### src/rtl/text_cursor_ctrl_pkg.sv
// -----------------------------------------------------------------------------
// text_cursor_ctrl_pkg
// Shared definitions for the text cursor controller and the character typer:
//   - ASCII codes the controller recognises
//   - FSM state encoding of the controller
//   - text-area geometry constants (pixel sizes of a glyph cell, text origin)
//   - cursor position type and key-code classification helper
// -----------------------------------------------------------------------------
package text_cursor_ctrl_pkg;

    // ASCII codes
    localparam logic [7:0] ASCII_BS        = 8'h08;
    localparam logic [7:0] ASCII_LF        = 8'h0A;
    localparam logic [7:0] ASCII_PRINT_MIN = 8'h20;
    localparam logic [7:0] ASCII_PRINT_MAX = 8'h7E;

    // Text-area geometry in pixels, shared with the typer
    localparam int CHAR_WIDTH  = 20;
    localparam int CHAR_HEIGHT = 30;
    localparam int TEXT_Y0     = 270;

    // Controller FSM state encoding
    localparam logic [2:0] ST_IDLE      = 3'd0;
    localparam logic [2:0] ST_DECODE    = 3'd1;
    localparam logic [2:0] ST_ISSUE     = 3'd2;
    localparam logic [2:0] ST_WAIT_BUSY = 3'd3;
    localparam logic [2:0] ST_WAIT_DONE = 3'd4;

    // Class of a buffered key code
    typedef enum logic [1:0] {
        CLS_PRINT     = 2'd0,
        CLS_NEWLINE   = 2'd1,
        CLS_BACKSPACE = 2'd2,
        CLS_OTHER     = 2'd3
    } code_class_e;

    // Cursor position in character cells
    typedef struct packed {
        logic [7:0] row;
        logic [7:0] col;
    } cursor_t;

    // Sort a key code into the class that decides what the controller does
    function automatic code_class_e classify_code(input logic [7:0] code);
        code_class_e cls;
        if ((code >= ASCII_PRINT_MIN) && (code <= ASCII_PRINT_MAX)) begin
            cls = CLS_PRINT;
        end else if (code == ASCII_LF) begin
            cls = CLS_NEWLINE;
        end else if (code == ASCII_BS) begin
            cls = CLS_BACKSPACE;
        end else begin
            cls = CLS_OTHER;
        end
        return cls;
    endfunction

endpackage

### src/rtl/text_cursor_ctrl_key_fifo.sv
// -----------------------------------------------------------------------------
// key_fifo
// Synchronous FIFO buffering key codes between the keyboard decoder and the
// cursor controller. DEPTH must be a power of two so the pointers wrap freely.
// Ports:
//   clock, reset   : clock and synchronous active-high reset
//   push/push_data : write request and data (ignored while full)
//   pop            : read request (ignored while empty)
//   pop_data       : current head entry
//   full, empty    : registered occupancy flags
// -----------------------------------------------------------------------------
module key_fifo
    import text_cursor_ctrl_pkg::*;
#(
    parameter int DEPTH = 8,
    parameter int WIDTH = 8
) (
    input  logic             clock,
    input  logic             reset,
    input  logic             push,
    input  logic [WIDTH-1:0] push_data,
    input  logic             pop,
    output logic [WIDTH-1:0] pop_data,
    output logic             full,
    output logic             empty
);

    localparam int AW = $clog2(DEPTH);

    logic [WIDTH-1:0] mem_r [DEPTH];
    logic [AW-1:0]    wr_ptr_r;
    logic [AW-1:0]    rd_ptr_r;
    logic [AW:0]      count_r;
    logic [AW:0]      count_nxt_s;
    logic             full_r;
    logic             empty_r;
    logic             push_ok_s;
    logic             pop_ok_s;

    // Flags are registered, so a push in the same cycle as a pop while full
    // is still rejected.
    assign push_ok_s = push & ~full_r;
    assign pop_ok_s  = pop & ~empty_r;

    // Next occupancy from the accepted push/pop pair
    always_comb begin
        count_nxt_s = count_r;
        if (push_ok_s && !pop_ok_s) begin
            count_nxt_s = count_r + (AW+1)'(1);
        end else if (!push_ok_s && pop_ok_s) begin
            count_nxt_s = count_r - (AW+1)'(1);
        end else begin
            count_nxt_s = count_r;
        end
    end

    // Pointers, occupancy and flags
    always_ff @(posedge clock) begin
        if (reset) begin
            wr_ptr_r <= AW'(0);
            rd_ptr_r <= AW'(0);
            count_r  <= (AW+1)'(0);
            full_r   <= 1'b0;
            empty_r  <= 1'b1;
        end else begin
            if (push_ok_s) begin
                wr_ptr_r <= wr_ptr_r + AW'(1);
            end
            if (pop_ok_s) begin
                rd_ptr_r <= rd_ptr_r + AW'(1);
            end
            count_r <= count_nxt_s;
            full_r  <= (count_nxt_s == (AW+1)'(DEPTH));
            empty_r <= (count_nxt_s == (AW+1)'(0));
        end
    end

    // Storage array; contents are don't-care until written
    always_ff @(posedge clock) begin
        if (push_ok_s) begin
            mem_r[wr_ptr_r] <= push_data;
        end
    end

    assign pop_data = mem_r[rd_ptr_r];
    assign full     = full_r;
    assign empty    = empty_r;

endmodule

### src/rtl/text_cursor_ctrl.sv
// -----------------------------------------------------------------------------
// text_cursor_ctrl
// Feeds the character typer. Buffers incoming key codes, keeps the text
// cursor, and issues one write request at a time over the typer's
// start / finished handshake. Handles printable characters, newline and
// backspace, including line and screen wrap-around.
// Ports:
//   clock, reset             : clock and synchronous active-high reset
//   key_valid, key_ascii     : key stream from the keyboard decoder
//   key_ready                : buffer can take a key this cycle
//   overflow                 : sticky, a key arrived while the buffer was full
//   typer_done               : typer idle (its finished flag)
//   start_writing_character  : one-cycle write request
//   row_num, col_num         : cell of the request
//   character_out            : glyph code of the request
//   cursor_row, cursor_col   : current cursor
// -----------------------------------------------------------------------------
module text_cursor_ctrl
    import text_cursor_ctrl_pkg::*;
#(
    parameter int         NUM_COLS   = 32,
    parameter int         NUM_ROWS   = 7,
    parameter int         FIFO_DEPTH = 8,
    parameter logic [7:0] BLANK_CHAR = 8'h20
) (
    input  logic       clock,
    input  logic       reset,
    input  logic       key_valid,
    input  logic [7:0] key_ascii,
    output logic       key_ready,
    output logic       overflow,
    input  logic       typer_done,
    output logic       start_writing_character,
    output logic [7:0] row_num,
    output logic [7:0] col_num,
    output logic [7:0] character_out,
    output logic [7:0] cursor_row,
    output logic [7:0] cursor_col
);

    localparam logic [7:0] LAST_COL = 8'(NUM_COLS - 1);
    localparam logic [7:0] LAST_ROW = 8'(NUM_ROWS - 1);

    logic [2:0]  state_r;
    logic [2:0]  state_nxt_s;
    logic [7:0]  code_r;
    code_class_e code_class_s;
    cursor_t     cursor_r;
    cursor_t     next_pos_s;
    cursor_t     prev_pos_s;
    cursor_t     newline_pos_s;
    logic        at_origin_s;

    logic        fifo_push_s;
    logic        fifo_pop_s;
    logic        fifo_full_s;
    logic        fifo_empty_s;
    logic [7:0]  fifo_head_s;

    logic        overflow_r;
    logic        start_r;
    logic [7:0]  row_num_r;
    logic [7:0]  col_num_r;
    logic [7:0]  char_r;

    // Cell after p, wrapping at end of line and end of screen
    function automatic cursor_t advance_pos(input cursor_t p);
        cursor_t n;
        if (p.col == LAST_COL) begin
            n.col = 8'd0;
            n.row = (p.row == LAST_ROW) ? 8'd0 : (p.row + 8'd1);
        end else begin
            n.col = p.col + 8'd1;
            n.row = p.row;
        end
        return n;
    endfunction

    // Cell before p; from column 0 it moves to the end of the previous row.
    // Only used away from the origin.
    function automatic cursor_t retreat_pos(input cursor_t p);
        cursor_t n;
        if (p.col == 8'd0) begin
            n.col = LAST_COL;
            n.row = (p.row == 8'd0) ? LAST_ROW : (p.row - 8'd1);
        end else begin
            n.col = p.col - 8'd1;
            n.row = p.row;
        end
        return n;
    endfunction

    // Start of the next row, wrapping the bottom row to the top
    function automatic cursor_t newline_pos(input cursor_t p);
        cursor_t n;
        n.col = 8'd0;
        n.row = (p.row == LAST_ROW) ? 8'd0 : (p.row + 8'd1);
        return n;
    endfunction

    // Key buffer
    key_fifo #(
        .DEPTH (FIFO_DEPTH),
        .WIDTH (8)
    ) u_key_fifo (
        .clock     (clock),
        .reset     (reset),
        .push      (fifo_push_s),
        .push_data (key_ascii),
        .pop       (fifo_pop_s),
        .pop_data  (fifo_head_s),
        .full      (fifo_full_s),
        .empty     (fifo_empty_s)
    );

    assign key_ready   = ~fifo_full_s;
    assign fifo_push_s = key_valid & ~fifo_full_s;
    // Only pull a new key once the typer is idle, so a pending request never
    // has to be held back behind a busy typer.
    assign fifo_pop_s  = (state_r == ST_IDLE) & ~fifo_empty_s & typer_done;

    assign code_class_s  = classify_code(code_r);
    assign at_origin_s   = (cursor_r.row == 8'd0) && (cursor_r.col == 8'd0);
    assign next_pos_s    = advance_pos(cursor_r);
    assign prev_pos_s    = retreat_pos(cursor_r);
    assign newline_pos_s = newline_pos(cursor_r);

    // Next-state logic
    always_comb begin
        state_nxt_s = state_r;
        case (state_r)
            ST_IDLE: begin
                if (!fifo_empty_s && typer_done) begin
                    state_nxt_s = ST_DECODE;
                end else begin
                    state_nxt_s = ST_IDLE;
                end
            end
            ST_DECODE: begin
                case (code_class_s)
                    CLS_PRINT: state_nxt_s = ST_ISSUE;
                    CLS_BACKSPACE: begin
                        if (at_origin_s) begin
                            state_nxt_s = ST_IDLE;
                        end else begin
                            state_nxt_s = ST_ISSUE;
                        end
                    end
                    default: state_nxt_s = ST_IDLE;
                endcase
            end
            ST_ISSUE: state_nxt_s = ST_WAIT_BUSY;
            ST_WAIT_BUSY: begin
                if (!typer_done) begin
                    state_nxt_s = ST_WAIT_DONE;
                end else begin
                    state_nxt_s = ST_WAIT_BUSY;
                end
            end
            ST_WAIT_DONE: begin
                if (typer_done) begin
                    state_nxt_s = ST_IDLE;
                end else begin
                    state_nxt_s = ST_WAIT_DONE;
                end
            end
            default: state_nxt_s = ST_IDLE;
        endcase
    end

    // FSM state register
    always_ff @(posedge clock) begin
        if (reset) begin
            state_r <= ST_IDLE;
        end else begin
            state_r <= state_nxt_s;
        end
    end

    // Holds the key code being processed, loaded on pop
    always_ff @(posedge clock) begin
        if (reset) begin
            code_r <= 8'h00;
        end else if (fifo_pop_s) begin
            code_r <= fifo_head_s;
        end
    end

    // Request outputs; start is high exactly while the FSM is in ISSUE, and
    // the cell/glyph stay frozen from ISSUE until the next DECODE.
    always_ff @(posedge clock) begin
        if (reset) begin
            start_r   <= 1'b0;
            row_num_r <= 8'd0;
            col_num_r <= 8'd0;
            char_r    <= 8'h00;
        end else begin
            start_r <= (state_nxt_s == ST_ISSUE);
            if (state_r == ST_DECODE) begin
                case (code_class_s)
                    CLS_PRINT: begin
                        row_num_r <= cursor_r.row;
                        col_num_r <= cursor_r.col;
                        char_r    <= code_r;
                    end
                    CLS_BACKSPACE: begin
                        if (!at_origin_s) begin
                            row_num_r <= prev_pos_s.row;
                            col_num_r <= prev_pos_s.col;
                            char_r    <= BLANK_CHAR;
                        end
                    end
                    default: begin
                        row_num_r <= row_num_r;
                    end
                endcase
            end
        end
    end

    // Cursor: newline/backspace move it in DECODE, printable keys advance it
    // in ISSUE alongside the request.
    always_ff @(posedge clock) begin
        if (reset) begin
            cursor_r <= '{row: 8'd0, col: 8'd0};
        end else begin
            case (state_r)
                ST_DECODE: begin
                    case (code_class_s)
                        CLS_NEWLINE: cursor_r <= newline_pos_s;
                        CLS_BACKSPACE: begin
                            if (!at_origin_s) begin
                                cursor_r <= prev_pos_s;
                            end
                        end
                        default: cursor_r <= cursor_r;
                    endcase
                end
                ST_ISSUE: begin
                    if (code_class_s == CLS_PRINT) begin
                        cursor_r <= next_pos_s;
                    end
                end
                default: cursor_r <= cursor_r;
            endcase
        end
    end

    // Sticky overflow: a key offered while the buffer is full is lost
    always_ff @(posedge clock) begin
        if (reset) begin
            overflow_r <= 1'b0;
        end else if (key_valid && fifo_full_s) begin
            overflow_r <= 1'b1;
        end
    end

    assign overflow                = overflow_r;
    assign start_writing_character = start_r;
    assign row_num                 = row_num_r;
    assign col_num                 = col_num_r;
    assign character_out           = char_r;
    assign cursor_row              = cursor_r.row;
    assign cursor_col              = cursor_r.col;

endmodule
### config.mk
export PLATFORM = sky130hd
export DESIGN_NAME = text_cursor_ctrl
export DESIGN_NICKNAME = d
export VERILOG_FILES = /design/src/rtl/text_cursor_ctrl_pkg.sv /design/src/rtl/text_cursor_ctrl_key_fifo.sv /design/src/rtl/text_cursor_ctrl.sv
export SDC_FILE = /design/constraint.sdc
export NUM_CORES = 1
export LEC_CHECK = 0
export ABC_CLOCK_PERIOD_IN_PS = 3400
export CAP_MARGIN = 0
export CORE_MARGIN = 4
export CORE_UTILIZATION = 39
export DETAILED_ROUTE_END_ITERATION = 6
export PLACE_DENSITY_LB_ADDON = 0.15
export SETUP_SLACK_MARGIN = 0.4
export SYNTH_ARGS = -nofsm -noshare
export SYNTH_HDL_FRONTEND = slang
export SYNTH_SLANG_ARGS = --single-unit
### constraint.sdc
create_clock -name clock -period 3.4 [get_ports clock]
set_input_delay 0.34 -clock clock [delete_from_list [all_inputs] [get_ports clock]]
set_output_delay 0.34 -clock clock [all_outputs]
set_load 0.1 [all_outputs]
Yosys cells after proc, flatten, opt, wreduce, memory -nomap -nowiden
Memory sizes are Yosys's and may differ from the RTL's. A register that Yosys moved wholly into a read port is not among the register bits.
Cells that the tools add are included.
Widths: inputs -> output; s select.

storage, ports and cells
  word-level logic and storage cells = 94
  memories kept = 1
  input bits = 12
  bits in writable memories = 64
  register bits after elaboration = 57
  output and inout port bits = 43

cells by class
  add/subtract/negate cells = 8
  reductions and logical operators = 19
  bitwise logic cells = 7
  mux-type cells = 27
  equality and inequality tests = 17
  order comparisons = 2

memory list
  memory            depth  width  rd ports  clocked after memory_dff  wr ports  line                             text
  u_key_fifo.mem_r  8      8      1         1                         1         text_cursor_ctrl_key_fifo.sv:30  logic [WIDTH-1:0] mem_r [DEPTH];

operator list
  operator             count
  $mux 16              4
  $pmux 16 s2          2
  $pmux 8 s2           3
  $mux 8               5
  $add 8x1->8 const B  2
  $eq 8x4->1 const B   2
  $logic_not 8->1      2
  $sub 8x1->8 const B  2
  $pmux 3 s5           1
  $eq 3x2->1 const B   3
  $eq 8x3->1 const B   1
  $eq 8x5->1 const B   1
  $ge 8x6->1 const B   1
  $le 8x7->1 const B   1
  $mux 4               2
  $add 3x1->3 const B  2
  $logic_and 1x1->1    6
  $mux 2               3
  $mux 3               2
  $ne 2x2->1 const B   3
  $and 1x1->1          5
  $reduce_and 5->1     1
  $add 4x1->4 const B  1
  $eq 4x4->1 const B   1
  17 further kinds     24

Depth between registers and ports, before layout
Gate-level depths: netlist (run 1).

  depth after elaboration = 8
  gate-level depth with buffers = 10

By module
A second synthesis (run 1) with hierarchy kept.

unflattened totals
  cells, all modules = 591
  area total of the unflattened synthesis = 6590.1 sq um

modules (own cells, without submodules)
  module            area each (sq um)  instances  cells each  sequential area each (sq um)
  text_cursor_ctrl  3417.0             1          416         1061.0
  key_fifo          3173.0             1          175         2222.1

Least setup slack after synthesis (run 1)
Ideal clock, no wire load.

  path kind = register to register
  from = register cursor_r (netlist bit cursor_row[0])
  to = register cursor_r (netlist bit cursor_row[0])
  slack = 405 ps
  data arrival time = 2904 ps
  period minus slack after synthesis = 2995 ps
  required time = 3309 ps
  stages on the path, launching flop included = 11
  path through = dfxtp_1 clkbuf_1 inv_1 ha_1 nor3b_1 and4_1 o21ai_1 and4_1 clkbuf_1 a21oi_1 a311oi_1

on the way
  cells in the longest elaborated chain, start to end = 6
  elaborated cells between the ends (all ways) = 15

ends and longest elaborated chain
  element                                         line                                             text
  from (decl)                                     text_cursor_ctrl.sv:48                           cursor_t cursor_r;
  from (signal assigned)                          text_cursor_ctrl.sv:225                          cursor_r <= '{row: 8'd0, col: 8'd0};
  from (signal assigned)                          text_cursor_ctrl.sv:230                          CLS_NEWLINE: cursor_r <= newline_pos_s;
  from (signal assigned)                          text_cursor_ctrl.sv:233                          cursor_r <= prev_pos_s;
  $sub 8x1->8 or $logic_not 8->1 (tied branches)  text_cursor_ctrl.sv:85, text_cursor_ctrl.sv:123
  $mux 8                                          text_cursor_ctrl.sv:85                           n.row = (p.row == 8'd0) ? LAST_ROW : (p.row - 8'd1);
  $mux 16                                         text_cursor_ctrl.sv:83                           if (p.col == 8'd0) begin
  $mux 16                                         text_cursor_ctrl.sv:232                          if (!at_origin_s) begin
  $pmux 16 s2                                     text_cursor_ctrl.sv:229                          case (code_class_s)
  $pmux 16 s2                                     text_cursor_ctrl.sv:227                          case (state_r)

Parallel ways exist; a longest one is shown, timed or not. The select of a mux whose other input is x is not followed.
A chain may end at the register's enable or synchronous reset.

Final worst setup path (run 1)
  from = register cursor_r (netlist bit cursor_col[0])
  to = register cursor_r (netlist bit cursor_row[1])

on the way
  cells in the longest elaborated chain, start to end = 5
  elaborated cells between the ends (all ways) = 10

ends and longest elaborated chain
  element          line
  $logic_not 8->1  text_cursor_ctrl.sv:83, text_cursor_ctrl.sv:123
  $mux 16          text_cursor_ctrl.sv:83
  $mux 16          text_cursor_ctrl.sv:232
  $pmux 16 s2      text_cursor_ctrl.sv:229
  $pmux 16 s2      text_cursor_ctrl.sv:227

Parallel ways exist; a longest one is shown, timed or not. The select of a mux whose other input is x is not followed.

==> metrics.csv, run 1 <==
stage;metric;value;unit
cells_and_area;layout.cells.most_common;nor2_1;
logic_synthesis;syn_nets;620;
logic_synthesis;ys_ff_latch;129;
sta;drv_slew;0;
worst_setup_path;crit_top_cell;nand4_1;
logic_synthesis;synthDominantCellAreaShare;31.39;%
cells_and_area;syn_to_final_growth;23.44;%
grt;overflow;0;
drt;vias;4838;
logic_synthesis;synth_top_area_cell;edfxtp_1;
clock_tree;cts_sinks;129;
sta;hold_viol;0;
drt;vias_per_cell;5.555;
hold_path;worstHoldStart;col_num[3];
logic_synthesis;synth_edf_count;64;
logic_synthesis;ys.flop_type;dfxtp_1;
clock_tree;cts_tree;yes;
grt;grt_pass1_wl;24.54;mm
worst_setup_path;ff2ff_setup_slack;0.77;ns
worst_setup_path;crit_buf_inv;1;
grt;grt_pass1_vias;4699;
logic_synthesis;syn_area_per_cell;10.25;um2
drt;drt-total-wl;14.86;mm
worst_setup_path;worst_ep_required_time;3.69;ns
run;maxCapViolCount;0;
cells_and_area;fillers;1422;
hold_path;whs_path_depth;2;
drt;first_pass_iters;5;
clock_tree;clkTransAtPathRegs;0.06;ns
worst_setup_path;r2r-start;cursor_col[0];
logic_synthesis;yosysWarnings;0;
die;die_h;133.3;um
worst_setup_path;timing.rr.end;cursor_row[1];
cells_and_area;antenna-diode-count;0;
die;core-area;15310;um2
pwr;power_frac_seq;38.1;%
placed_design;place.gp.congestion;0.8666;
hold_path;hold_path.class;reg2reg;
clock_tree;postCtsHoldBufs;0;
logic_synthesis;synth_area;6122;um2
drt;remaining_drc_errors;0;
sta;layout_min_cycle_time;2.628;ns
grt;antenna_found_initial;0;
cells_and_area;stdcell_count;871;
sta;period_share;77.29;%
pwr;clockPowerShare;42.3;%
clock_tree;h-tree-depth;4;
pwr;power.share.combinational;19.6;%
sta;tightest_slew;0.9788;ns
drt;drtIter0Drc;406;
sta;setup_violations;0;
logic_synthesis;async_reset_ff_share;0;%
die;row_count;45;
cells_and_area;most-common-layout-cells;nor2_1, dfxtp_1, edfxtp_1, nand2_1, clkdlybuf4s50_1;
drt;wl_per_cell;17.06;um
logic_synthesis;netlist_top_cells_area;edfxtp_1, dfxtp_1, mux4_2;
worst_setup_path;worstPathCellList;ha_1 -> nand4_1 -> o41ai_2 -> buf_4 -> nand4_1 -> a221oi_1 -> a211oi_1;
outcome;outcome;finished, final reports clean;
pwr;sw_frac_of_total;29.21;%
clock_tree;clock_path_buffers;2;
grt;grt_max_degree;44;
worst_setup_path;end_kind;flop;
pwr;leakagePower;2.540;nW
worst_setup_path;reg2reg_depth;7;
placed_design;dp.cells;839;
clock_tree;postCtsSetupBuffers;0;
pwr;switchingPower;1.387;mW
die;ios;55;
sta;skew;0.01114;ns
die;dieArea;17770;um2
placed_design;post-dp-hpwl;10.12;mm
sta;finalSetupTns;0;ns
logic_synthesis;syn_inst;597;
sta;relSlewSlack;34.54;%
grt;grt_use_total;17.37;%
worst_setup_path;cp_data_arrival_time;2.92;ns
clock_tree;cts-root-buf;clkbuf_16;
pwr;p_int;3.362;mW
die;start_util;39.98;%
clock_tree;insertion_delay;0.42;ns
worst_setup_path;start_kind;flop;
worst_setup_path;critPathKind;reg2reg;
cells_and_area;final_nets;670;
pwr;ir_drop;447.2;uV
cells_and_area;drive_above_1_share;13.18;%
sta;finalHoldWorstSlack;0.4576;ns
worst_setup_path;slowest_delay;0.48;ns
worst_setup_path;crit_slowest_cell;o41ai_2;
die;die-width;133.3;um
sta;max_freq;380.5;MHz
worst_setup_path;crit_path_max_fanout;9;
hold_path;min_to;col_num[3];
pwr;power_density;628.5;nW/um2
clock_tree;cts_buffers;17;
placed_design;port_buffers;54;
drt;ant_nets;0;
logic_synthesis;ys_types;61;
worst_setup_path;cp_top_family;compound AO/OA/AOI/OAI gates;
logic_synthesis;yosysSeqAreaShare;52.65;%
sta;rsz0062_at_grt;false;
==> sequential cells by signal, indices dropped and copies added (netlist names), 3 cells and up <==
name / count
cursor_row: 8
cursor_col: 8
col_num: 8
state_r: 3
character_out: 8
u_key_fifo.mem_r: 64
u_key_fifo.wr_ptr_r: 3
u_key_fifo.rd_ptr_r: 3
row_num: 8
code_r: 8
u_key_fifo.count_r: 4
==> stage by stage <==
step | setup WS (ns) | cell area (um2) | utilization (%) | power [mW]
2_1_floorplan | 0.4048 | 6122 | - | 2.510
3_3_place_gp | 0.7727 | 6903 | 45.07 | 2.755
3_5_place_dp | 0.6213 | 6903 | 45.07 | 2.765
4_1_cts | 0.6154 | 7556 | 49.34 | 4.782
5_1_grt | 0.4614 | 7557 | 49.35 | 4.966
6_report | 0.7721 | 7557 | 49.35 | 4.749
==> how the worst max path moves through the flow <==
stage | cells after the start | from | slack [ns] | endpoint
floorplan | 10 | cursor_row[0] | 0.40 | cursor_row[0]
global placement | 7 | key_valid | 0.77 | u_key_fifo.empty
detailed placement | 8 | cursor_col[0] | 0.62 | row_num[4]
CTS | 8 | cursor_col[0] | 0.62 | row_num[4]
global route | 8 | cursor_col[0] | 0.46 | cursor_col[5]
finish | 7 | cursor_col[0] | 0.77 | cursor_row[1]
==> cell usage after synthesis (3+ instances only) <==
library cell,instances
o21ai_0,28
o31ai_1,4
nor2_1,69
nor2b_1,4
nor3_1,23
and2_1,5
ha_1,11
a221oi_1,4
mux4_2,16
a21oi_1,47
xor2_1,7
dfxtp_1,65
edfxtp_1,64
nand2b_1,3
a211oi_1,11
nand2_1,57
mux2i_1,8
o221ai_1,3
inv_1,14
nor4b_2,3
clkbuf_1,32
or3_1,6
a311oi_1,9
buf_1,4
nor4_1,7
and3_1,3
buf_2,10
nor3b_1,5
nand3_1,21
nand4_1,11
xnor2_1,4
==> worst register-to-register path: stages, from the launching register on <==
cell and delay (ns):
dfxtp_1 0.45, ha_1 0.30, nand4_1 0.18, o41ai_2 0.48, buf_4 0.26, nand4_1 0.37
a221oi_1 0.37, a211oi_1 0.08
==> cells by family after synthesis <==
family	synth area share (%)
buffers and inverters	4.067
multiplexers	7.378
flip-flops	52.65
adder cells (fa/ha/maj)	2.248
AND/OR/NAND/NOR	18.66
XOR/XNOR	1.574
AO/OA/AOI/OAI	13.43
==> power by group through the flow <==
stage / clock network [mW] / logic (mW) / registers, mW
after floorplan: 0 / 0.614 / 1.90
after global placement: 0 / 0.916 / 1.84
after detailed placement: 0 / 0.921 / 1.84
after CTS: 2.05 / 0.925 / 1.81
after global routing: 2.12 / 1.02 / 1.83
final: 2.01 / 0.929 / 1.81
==> per-layer routing <==
metal	vias up	track usage (%)	share of wire (%)
met5	-	0	0
met4	0	6.971	1.5
met3	22	4.532	6.1
met2	172	28.24	48
met1	2325	22.18	44
li1	2319	-	-
==> cell type report <==
cell class	instances	area, um2	share of cell area (%)
Sequential cell	129	3223	42.65
Timing Repair Buffer	78	713.2	9.437
Multi-Input combinational cell	407	2651	35.08
Tap cell	211	264.0	3.493
Clock buffer	17	425.4	5.629
Clock inverter	15	227.7	3.013
Inverter	14	52.55	0.6954
==> what timing repair did <==
| item | 4_1_cts | 5_1_grt |
|---|---|---|
| setup endpoints to repair | 0 | 5 |
| hold endpoints to repair | 0 | 0 |
| gates resized for setup | 0 | 1 |
(Power assumes the default switching activity.)
==> run 2, diff against run 1 <==
- ABC_CLOCK_PERIOD_IN_PS: 3400 -> 2370
- clock period: 3.4 -> 2.37 ns (I/O delays scaled with it)
==> run 2 against run 1 <==
Against the previous run: maximum frequency grew 21%; via count is 3.6% higher; utilization rose by 5.1 points; first-iteration DRC count down 17%; cell count grew 5.2%; hold slack worse by 0.14 ns; register-to-register slack got worse by 0.58 ns; critical path type unchanged.
==> metrics.csv, run 2 (synthesis gave the netlist of run 1 again) <==
stage;metric;value;unit;change
grt;grt_use_total;18.10;%;+0.73 points
die;dieArea;17770;um2;unchanged
sta;tightest_slew;0.6446;ns;-0.3342 ns
die;die-width;133.3;um;unchanged
grt;overflow;0;;unchanged
drt;vias_per_cell;5.472;;-1.5%
drt;first_pass_iters;5;;unchanged
pwr;p_total;6.904;mW;+45%
cells_and_area;syn_to_final_growth;36.17;%;
clock_tree;clkTransAtPathRegs;0.06;ns;about the same
sta;layout_min_cycle_time;2.175;ns;-0.4531 ns
cells_and_area;fillers;1380;;-3.0%
cells_and_area;stdcell_count;916;;+5.2%
drt;vias;5012;;+3.6%
placed_design;port_buffers;54;;unchanged
die;row_count;45;;unchanged
outcome;outcome;finished, final reports clean;;
cells_and_area;largest_reg_flops;64;;unchanged
clock_tree;cts_tree;yes;;
sta;rsz0062_at_grt;true;;
sta;setup_violations;0;;unchanged
clock_tree;insertion_delay;0.43;ns;about the same
cells_and_area;layout.cells.most_common;buf_4;;
drt;remaining_drc_errors;0;;unchanged
sta;max_freq;459.8;MHz;+21%
clock_tree;h-tree-depth;4;;unchanged
clock_tree;cts-root-buf;clkbuf_16;;
grt;antenna_found_initial;0;;unchanged
drt;drt-total-wl;15.97;mm;+7.5%
drt;drtIter0Drc;335;;-17%
worst_setup_path;crit_path_max_fanout;3;;-6
sta;finalSetupTns;0;ns;unchanged
cells_and_area;drive_above_1_share;38.44;%;+25 points
cells_and_area;most-common-layout-cells;buf_4, nor2_1, edfxtp_1, nand2_1, dfxtp_1;;
worst_setup_path;worst_ep_required_time;2.69;ns;-1.00 ns
pwr;power_density;828.1;nW/um2;+32%
placed_design;post-dp-hpwl;10.57;mm;+4.4%
sta;relSlewSlack;57.03;%;+22 points
die;start_util;39.98;%;unchanged
placed_design;dp.cells;860;;+2.5%
drt;wl_per_cell;17.43;um;+2.2%
sta;skew;0.01335;ns;+0.002211 ns
cells_and_area;antenna-diode-count;0;;unchanged
worst_setup_path;end_kind;flop;;
run;maxCapViolCount;0;;unchanged
grt;grt_pass1_vias;4773;;+1.6%
drt;ant_nets;0;;unchanged
sta;period_share;91.76;%;+14 points
pwr;ir_drop;594.1;uV;+33%
worst_setup_path;cp_data_arrival_time;2.49;ns;-0.43 ns
cells_and_area;largest_register;u_key_fifo.mem_r;;
worst_setup_path;critPathKind;reg2reg;;
placed_design;pre_cts_ws;0.09257;ns;-0.5287 ns
hold_path;hold_path.class;in2reg;;
clock_tree;cts_sinks;129;;unchanged
die;die_h;133.3;um;unchanged
worst_setup_path;start_kind;flop;;
cells_and_area;regArea;3278;um2;+1.7%
cells_and_area;multiInputGateArea;3153;um2;+19%
grt;grt_max_degree;33;;-25%
die;ios;55;;unchanged
grt;grt_pass1_wl;25.15;mm;+2.5%
sta;fin_ws;0.1952;ns;-0.5769 ns
sta;drv_slew;0;;unchanged
clock_tree;cts_buffers;17;;unchanged
pwr;leakagePower;2.971;nW;+17%
sta;hold_viol;0;;unchanged
die;core-area;15310;um2;unchanged
clock_tree;clock_path_buffers;2;;unchanged
placed_design;place.gp.congestion;0.8846;;+2.1%
sta;finalHoldWorstSlack;0.3215;ns;-0.1360 ns
cells_and_area;final_nets;715;;+6.7%
[run 2: cell count changes in the layout (fill, tap and decap cells not counted), sizes merged]
| cell | delta |
|---|---|
| a21o | +1 |
| buf | +86 |
| bufinv | -4 |
| clkdlybuf4s50 | -42 |
| clkinv | -1 |
| clkinvlp | +1 |
| inv | +4 |
[run 2: worst paths after layout]
kind / from / to / slack [ns] / cells past startpoint
max: state_r[1] / u_key_fifo.empty / 0.20 / 6
min: reset / u_key_fifo.rd_ptr_r[2] / 0.32 / 2
max reg2reg: state_r[1] / u_key_fifo.empty / 0.20 / 6
min reg2reg: character_out[4] / character_out[4] / 0.45 / 2
[run 2: power breakdown]
group          total [mW]  internal [mW]  switching, mW
registers            2.56           2.45          0.114
logic                1.74          0.704           1.03
clock network        2.60           1.50           1.11
total                6.90           4.65           2.25
[run 2: timing repair]
item / in CTS / in global routing
setup endpoints to repair: 45 / 44
gates resized for setup: 31 / 61
hold buffers: 0 / 0
setup buffers: 9 / 14
cloned: 1 / 0
pin swaps: 6 / 30
[run 2: worst max-delay path: stages, from the launching register on]
cell and delay, ns:
dfxtp_2 0.32, or4_4 0.53, or3_4 0.35, or4_4 0.44, o21ai_4 0.09, xnor2_2 0.10, a31o_2 0.24
[run 2: through the flow]
step	utilization [%]	cell area [um2]
6_report	54.44	8337
5_1_grt	54.44	8337
3_3_place_gp	47.12	7217
2_1_floorplan	-	6452
4_1_cts	52.34	8016
3_5_place_dp	47.12	7217
[run 2: final cells by class]
cell class | instances | area share, %
flip-flops and latches | 129 | 39.32
multi-input cells | 408 | 37.82
repair buffers | 122 | 11.84
clock buffers | 17 | 5.103
well taps | 211 | 3.167
clock inverters | 15 | 2.026
inverters | 14 | 0.7204
[run 2: layer usage]
metal | part of all wire (%) | track usage (%) | vias to the layer above
met3 | 4.4 | 5.098 | 29
li1 | - | - | 2416
met5 | 0 | 0 | -
met1 | 42 | 21.78 | 2434
met2 | 51 | 30.90 | 133
met4 | 2.1 | 6.914 | 0
==> run 3, diff against run 2 <==
- CAP_MARGIN: 0 -> unset
==> results of run 3 <==
The final DEF is identical to that of run 2; final timing and power are the same.
